[config.mk]
export PLATFORM = sky130hd
export DESIGN_NAME = controller_dd_multi
export DESIGN_NICKNAME = d
export VERILOG_FILES = /design/src/rtl/controller_dd_multi.sv
export SDC_FILE = /design/constraint.sdc
export NUM_CORES = 2
export LEC_CHECK = 0
export CORE_MARGIN = 4
export CORE_UTILIZATION = 55
export CTS_CLUSTER_DIAMETER = 30
export CTS_CLUSTER_SIZE = 28
export DETAILED_ROUTE_END_ITERATION = 7
export GPL_ROUTABILITY_DRIVEN = 1
export PLACE_DENSITY_LB_ADDON = 0.3
export SETUP_SLACK_MARGIN = 0.15
export SYNTH_ARGS = -nofsm -noshare
export SYNTH_HDL_FRONTEND = slang
export SYNTH_SLANG_ARGS = --single-unit
[constraint.sdc]
create_clock -name CLK -period 6.7 [get_ports CLK]
set_input_delay 1.34 -clock CLK [delete_from_list [all_inputs] [get_ports CLK]]
set_output_delay 1.34 -clock CLK [all_outputs]
set_load 0.005 [all_outputs]
[src/rtl/controller_dd_multi.sv]
// Delay-difference PUF controller: reset/race/capture sequencing repeated n times,
// per-bit majority resolution and an unstable-bit mask.
module controller_dd_multi #(
  parameter int unsigned PUF_W   = 128,
  parameter int unsigned CNT_W   = 16,
  parameter int unsigned EV_W    = 4,
  parameter int unsigned RST_CYC = 2
) (
  input  logic             CLK,
  input  logic             RESET,
  input  logic [7:0]       CODE,
  input  logic [CNT_W-1:0] CNT_VAL,
  input  logic [EV_W-1:0]  N_EVAL,
  input  logic [PUF_W-1:0] PUF_OUT,
  output logic             RESET_DD,
  output logic             START_DD,
  output logic             BUSY,
  output logic             DONE,
  output logic [EV_W-1:0]  EVAL_IDX,
  output logic [PUF_W-1:0] PUF_OUT_REG,
  output logic [PUF_W-1:0] UNSTABLE_MASK
);

  localparam logic [7:0] CODE_SINGLE = 8'd1;
  localparam logic [7:0] CODE_MAJ    = 8'd2;
  localparam logic [7:0] CODE_ABORT  = 8'd3;
  localparam logic [7:0] CODE_CLEAR  = 8'd4;

  typedef enum logic [2:0] {
    S_IDLE,
    S_RST,
    S_EVAL,
    S_CAP,
    S_RES,
    S_DONE
  } state_t;

  state_t             state_q, state_d;
  logic [CNT_W-1:0]   ph_cnt_q, ph_cnt_d;
  logic [CNT_W-1:0]   cnt_lim_q, cnt_lim_d;
  logic [EV_W-1:0]    n_q, n_d;
  logic [EV_W-1:0]    idx_q, idx_d;
  logic [EV_W-1:0]    ones_q [PUF_W];
  logic [EV_W-1:0]    ones_d [PUF_W];
  logic [PUF_W-1:0]   ref_q, ref_d;
  logic [PUF_W-1:0]   macc_q, macc_d;
  logic [PUF_W-1:0]   res_q, res_d;
  logic [PUF_W-1:0]   umask_q, umask_d;
  logic               reset_dd_q, reset_dd_d;
  logic               start_dd_q, start_dd_d;
  logic               busy_q, busy_d;
  logic               done_q, done_d;
  logic               busy_st;

  // State and datapath registers
  always_ff @(posedge CLK) begin
    if (RESET) begin
      state_q    <= S_IDLE;
      ph_cnt_q   <= '0;
      cnt_lim_q  <= '0;
      n_q        <= '0;
      idx_q      <= '0;
      ref_q      <= '0;
      macc_q     <= '0;
      res_q      <= '0;
      umask_q    <= '0;
      reset_dd_q <= 1'b0;
      start_dd_q <= 1'b0;
      busy_q     <= 1'b0;
      done_q     <= 1'b0;
      for (int i = 0; i < int'(PUF_W); i++) ones_q[i] <= '0;
    end else begin
      state_q    <= state_d;
      ph_cnt_q   <= ph_cnt_d;
      cnt_lim_q  <= cnt_lim_d;
      n_q        <= n_d;
      idx_q      <= idx_d;
      ref_q      <= ref_d;
      macc_q     <= macc_d;
      res_q      <= res_d;
      umask_q    <= umask_d;
      reset_dd_q <= reset_dd_d;
      start_dd_q <= start_dd_d;
      busy_q     <= busy_d;
      done_q     <= done_d;
      for (int i = 0; i < int'(PUF_W); i++) ones_q[i] <= ones_d[i];
    end
  end

  // Next-state, vote accumulation and output decode
  always_comb begin
    state_d    = state_q;
    ph_cnt_d   = ph_cnt_q;
    cnt_lim_d  = cnt_lim_q;
    n_d        = n_q;
    idx_d      = idx_q;
    ref_d      = ref_q;
    macc_d     = macc_q;
    res_d      = res_q;
    umask_d    = umask_q;
    reset_dd_d = 1'b0;
    start_dd_d = 1'b0;
    busy_d     = 1'b0;
    done_d     = 1'b0;
    for (int i = 0; i < int'(PUF_W); i++) ones_d[i] = ones_q[i];

    busy_st = (state_q == S_RST) || (state_q == S_EVAL) ||
              (state_q == S_CAP) || (state_q == S_RES);

    if (busy_st && (CODE == CODE_ABORT)) begin
      state_d = S_IDLE;
    end else begin
      case (state_q)
        S_IDLE: begin
          if ((CODE == CODE_SINGLE) || (CODE == CODE_MAJ)) begin
            state_d   = S_RST;
            ph_cnt_d  = '0;
            cnt_lim_d = (CNT_VAL == '0) ? CNT_W'(1) : CNT_VAL;
            n_d       = ((CODE == CODE_SINGLE) || (N_EVAL == '0)) ? EV_W'(1) : N_EVAL;
            idx_d     = '0;
            macc_d    = '0;
            for (int i = 0; i < int'(PUF_W); i++) ones_d[i] = '0;
          end
        end
        S_RST: begin
          if (ph_cnt_q == CNT_W'(RST_CYC - 1)) begin
            state_d  = S_EVAL;
            ph_cnt_d = '0;
          end else begin
            ph_cnt_d = ph_cnt_q + CNT_W'(1);
          end
        end
        S_EVAL: begin
          if (ph_cnt_q == (cnt_lim_q - CNT_W'(1))) begin
            state_d  = S_CAP;
            ph_cnt_d = '0;
          end else begin
            ph_cnt_d = ph_cnt_q + CNT_W'(1);
          end
        end
        S_CAP: begin
          for (int i = 0; i < int'(PUF_W); i++) ones_d[i] = ones_q[i] + EV_W'(PUF_OUT[i]);
          // First capture becomes the reference every later one is compared to
          if (idx_q == '0) ref_d = PUF_OUT;
          else             macc_d = macc_q | (PUF_OUT ^ ref_q);
          if (idx_q < (n_q - EV_W'(1))) begin
            idx_d   = idx_q + EV_W'(1);
            state_d = S_RST;
          end else begin
            state_d = S_RES;
          end
        end
        S_RES: begin
          // Strict majority; a tie on even n resolves to 0
          for (int i = 0; i < int'(PUF_W); i++)
            res_d[i] = {ones_q[i], 1'b0} > {1'b0, n_q};
          umask_d = macc_q;
          state_d = S_DONE;
        end
        S_DONE: begin
          if (CODE == CODE_CLEAR) state_d = S_IDLE;
        end
        default: state_d = S_IDLE;
      endcase
    end

    // Strobes follow the current state one cycle later; leaving to IDLE drops them at once
    if (state_d != S_IDLE) begin
      reset_dd_d = (state_q == S_RST);
      start_dd_d = (state_q == S_EVAL) || (state_q == S_CAP);
      busy_d     = busy_st;
      done_d     = (state_q == S_DONE);
    end
  end

  assign RESET_DD      = reset_dd_q;
  assign START_DD      = start_dd_q;
  assign BUSY          = busy_q;
  assign DONE          = done_q;
  assign EVAL_IDX      = idx_q;
  assign PUF_OUT_REG   = res_q;
  assign UNSTABLE_MASK = umask_q;

endmodule
==> results.py <==
metrics = {
    "sta": {
        "finalCritPeriodShare": 0.677,
        "slew_headroom": 0.238,
        "grt_setup_unrepaired": "no",
        "slew_viol_final": 0,
        "fmax_ghz": 0.220,
        "setup_violations": 0,
        "setup-tns-final_ns": 0,
        "finalHoldViolCount": 0,
        "tightest_slew_ns": 1.14,
        "holdWs_ns": 0.436,
        "clock_skew_ns": 0.0298,
        "finalCriticalPeriod_ns": 4.54,
    },
    "global_routing": {
        "track_usage": 0.282,
        "antenna_found_initial": 2,
        "grt_pass1_wl_um": 227000,
        "grt_pass1_vias": 43900,
        "grt_overflow": 0,
        "grt_max_degree": 156,
    },
    "logic_synthesis": {
        "synth_mux_area_frac": 0.00118,
        "yosys.area_share.simple": 0.187,
        "ys.flop_type": "dfxtp_1",
        "synth_edf_count": 0,
        "synthCells": 5807,
        "synth-xor-area-share": 0.0729,
        "async_flop_share": 0,
        "postSynthAreaPerCell_um2": 8.73,
        "synth_compound_area_frac": 0.126,
        "synth_top_family_by_area": "simple AND/OR/NAND/NOR gates",
        "synth_cell_type_count": 54,
        "synth_area_mm2": 0.0507,
        "synthAdderAreaFrac": 0.160,
        "ys_ff_latch": 1071,
        "ys_seq_area_frac": 0.423,
        "synth.yosys.warnings": 0,
        "syn-num-nets": 6614,
    },
    "critical_path": {
        "crit_arrival_ns": 5.16,
        "worstPathCellList": "clkdlybuf4s50_1 -> or4_4 -> nor4b_1 -> nand2_1 -> and3_4 -> buf_12 -> nor2_1 -> nor3_1",
        "rrSetupSlack_ns": 2.87,
        "cp_data_required_time_ns": 7.32,
        "crit_start": "CODE[3]",
        "worstRegToRegCells": 10,
        "timing.rr.start": "cnt_lim_q[0]",
        "critPathSlowestCell": "nor4b_1",
        "critPathMaxFanout": 145,
        "endpoint": "PUF_OUT_REG[53]",
        "crit_path_start_kind": "input pin",
        "cpPeakStageDelay_ns": 0.78,
        "crit_type": "in -> reg",
        "endpoint_kind": "register",
        "r2r_end": "ph_cnt_q[7]",
    },
    "clock_network": {
        "cts_resized": 0,
        "cts_setup_buffers": 0,
        "cts-hold-fix-buffers": 0,
        "ctsLongestPathBuffers": 3,
        "numCtsBuffers": 214,
        "cts_tree": "done",
        "cts_max_level": 4,
        "clock_latency_ns": 0.79,
        "clock-sinks": 1071,
        "path_clk_slew_ns": 0.05,
        "root_buffer": "clkbuf_16",
    },
    "pwr": {
        "power-per-cell-area_mw_per_mm2": 284,
        "comb_power_share": 0.021,
        "total_power_mw": 18.0,
        "clockPowerShare": 0.623,
        "power.share.sequential": 0.356,
        "p_int_mw": 14.0,
        "peakVddDrop_mv": 0.239,
        "leakagePower_nw": 25.5,
        "switching_share": 0.220,
        "p_switching_mw": 3.95,
    },
    "finish": {
        "diodes": 0,
        "fill_cells": 6856,
        "mostFrequentLayoutCells": "dfxtp_1, nand2_1, a21oi_1",
        "drive_gt1_frac": 0.0720,
        "syn_to_final_growth_pct": 25.0,
        "multi_input_area_mm2": 0.0278,
        "nNetsFinal": 6949,
        "final_common_cell": "dfxtp_1",
        "seq_area_mm2": 0.0214,
        "post-route-util": 0.693,
        "fin_cells": 7519,
    },
    "floorplanning": {
        "ioPinCount": 422,
        "fp.dieW_um": 312,
        "start_util": 0.554,
        "rows": 111,
        "core_mm2": 0.0915,
        "dieArea_mm2": 0.0971,
        "die_h_um": 312,
    },
    "hold_path": {
        "hold_path.startpoint": "macc_q[121]",
        "holdPathStages": 2,
        "hp-class": "reg -> reg",
    },
    "detailed_routing": {
        "antenna_left": 0,
        "dr.pass1.iters": 5,
        "totalWireLength_um": 141000,
        "vias": 43800,
        "routed_via_density": 5.82,
        "drc": 0,
        "wl_per_cell_um": 18.8,
        "drt_iter0_drc": 2751,
    },
    "job": {
        "maxCapViolCount": 0,
    },
    "place": {
        "place_inst": 7112,
        "finalWeightedCongestion": 0.832,
        "io_buffers": 421,
        "dp_hpwl_um": 82900,
    },
    "outcome": {
        "status": "finished, final reports clean",
    },
}
[power groups by stage]
stage | clock network, mW | logic, mW | registers [mW]
5_1_grt | 11.7 | 0.408 | 6.39
6_report | 11.2 | 0.381 | 6.39
3_3_place_gp | 0 | 0.373 | 6.52
4_1_cts | 11.3 | 0.379 | 6.39
3_5_place_dp | 0 | 0.376 | 6.52
2_1_floorplan | 0 | 0.162 | 6.52
[registers in the layout (all words and copies together), names as in the netlist, 3 cells and up]
signal and flops:
n_q 4, PUF_OUT_REG 128, UNSTABLE_MASK 128, EVAL_IDX 4, ref_q 128, ph_cnt_q 16, macc_q 128, state_q 3
cnt_lim_q 16, ones_q 512
[critical path: cells and delay by family]
| kind | cells | cell delay [ns] |
|---|---|---|
| and+or+nand+nor | 6 | 2.76 |
| buffers and inverters | 2 | 0.73 |
[final cells by class]
| type | instances | area share |
|---|---|---|
| Clock buffer | 272 | 0.0942 |
| Clock inverter | 135 | 0.0286 |
| Inverter | 17 | 0.00128 |
| Multi-Input combinational cell | 4367 | 0.438 |
| Sequential cell | 1071 | 0.338 |
| Tap cell | 1186 | 0.0234 |
| Timing Repair Buffer | 471 | 0.0760 |
[synthesized netlist by cell type (5+ instances only)]
cell,n,share of area
o21a_1,5,0.00074
a21o_1,129,0.019
xnor2_1,19,0.0033
nor3_1,282,0.028
nand3_1,265,0.026
mux2i_1,6,0.0012
inv_1,17,0.0013
a22oi_1,13,0.0019
a21oi_1,782,0.077
buf_2,124,0.012
dfxtp_1,1071,0.42
nand2_1,920,0.068
clkbuf_1,224,0.017
nor4_1,10,0.0012
ha_1,649,0.16
and3_1,6,0.00074
o21ai_0,8,0.00079
xor2_1,403,0.070
a41oi_1,128,0.022
nand4_1,141,0.017
nor2_1,554,0.041
[cells by family (layout without fill, tap and decap cells)]
group	count (synthesis)	in the layout
AOI/OAI and AO/OA	1084	1084
adders and majority gates	649	649
xor gates and xnor gates	422	422
and+or+nand+nor	2206	2206
buffers and inverters	369	895
DFF	1071	1071
muxes	6	6
[metrics by stage]
stage	setup WS (ns)	cell area [µm²]
CTS	2.31	63400
global placement	1.73	55600
global route	2.10	63400
finish	2.16	63400
detailed placement	1.51	55600
floorplan	1.91	50700
[routing by layer]
layer,GRT usage,up-vias,wire length (µm)
li1,-,21000,-
met1,0.336,21100,58600
met2,0.494,1342,69500
met3,0.0528,328,8000
met4,0.127,2,5370
met5,0,-,13
[worst min-delay path by stage]
stage                                     to  slack, ns
after detailed placement   UNSTABLE_MASK[83]       0.44
after floorplan             UNSTABLE_MASK[0]       0.43
after CTS                 UNSTABLE_MASK[121]       0.44
final                     UNSTABLE_MASK[121]       0.44
after global routing       UNSTABLE_MASK[57]       0.47
after global placement     UNSTABLE_MASK[63]       0.44
(Power assumes the default switching activity.)
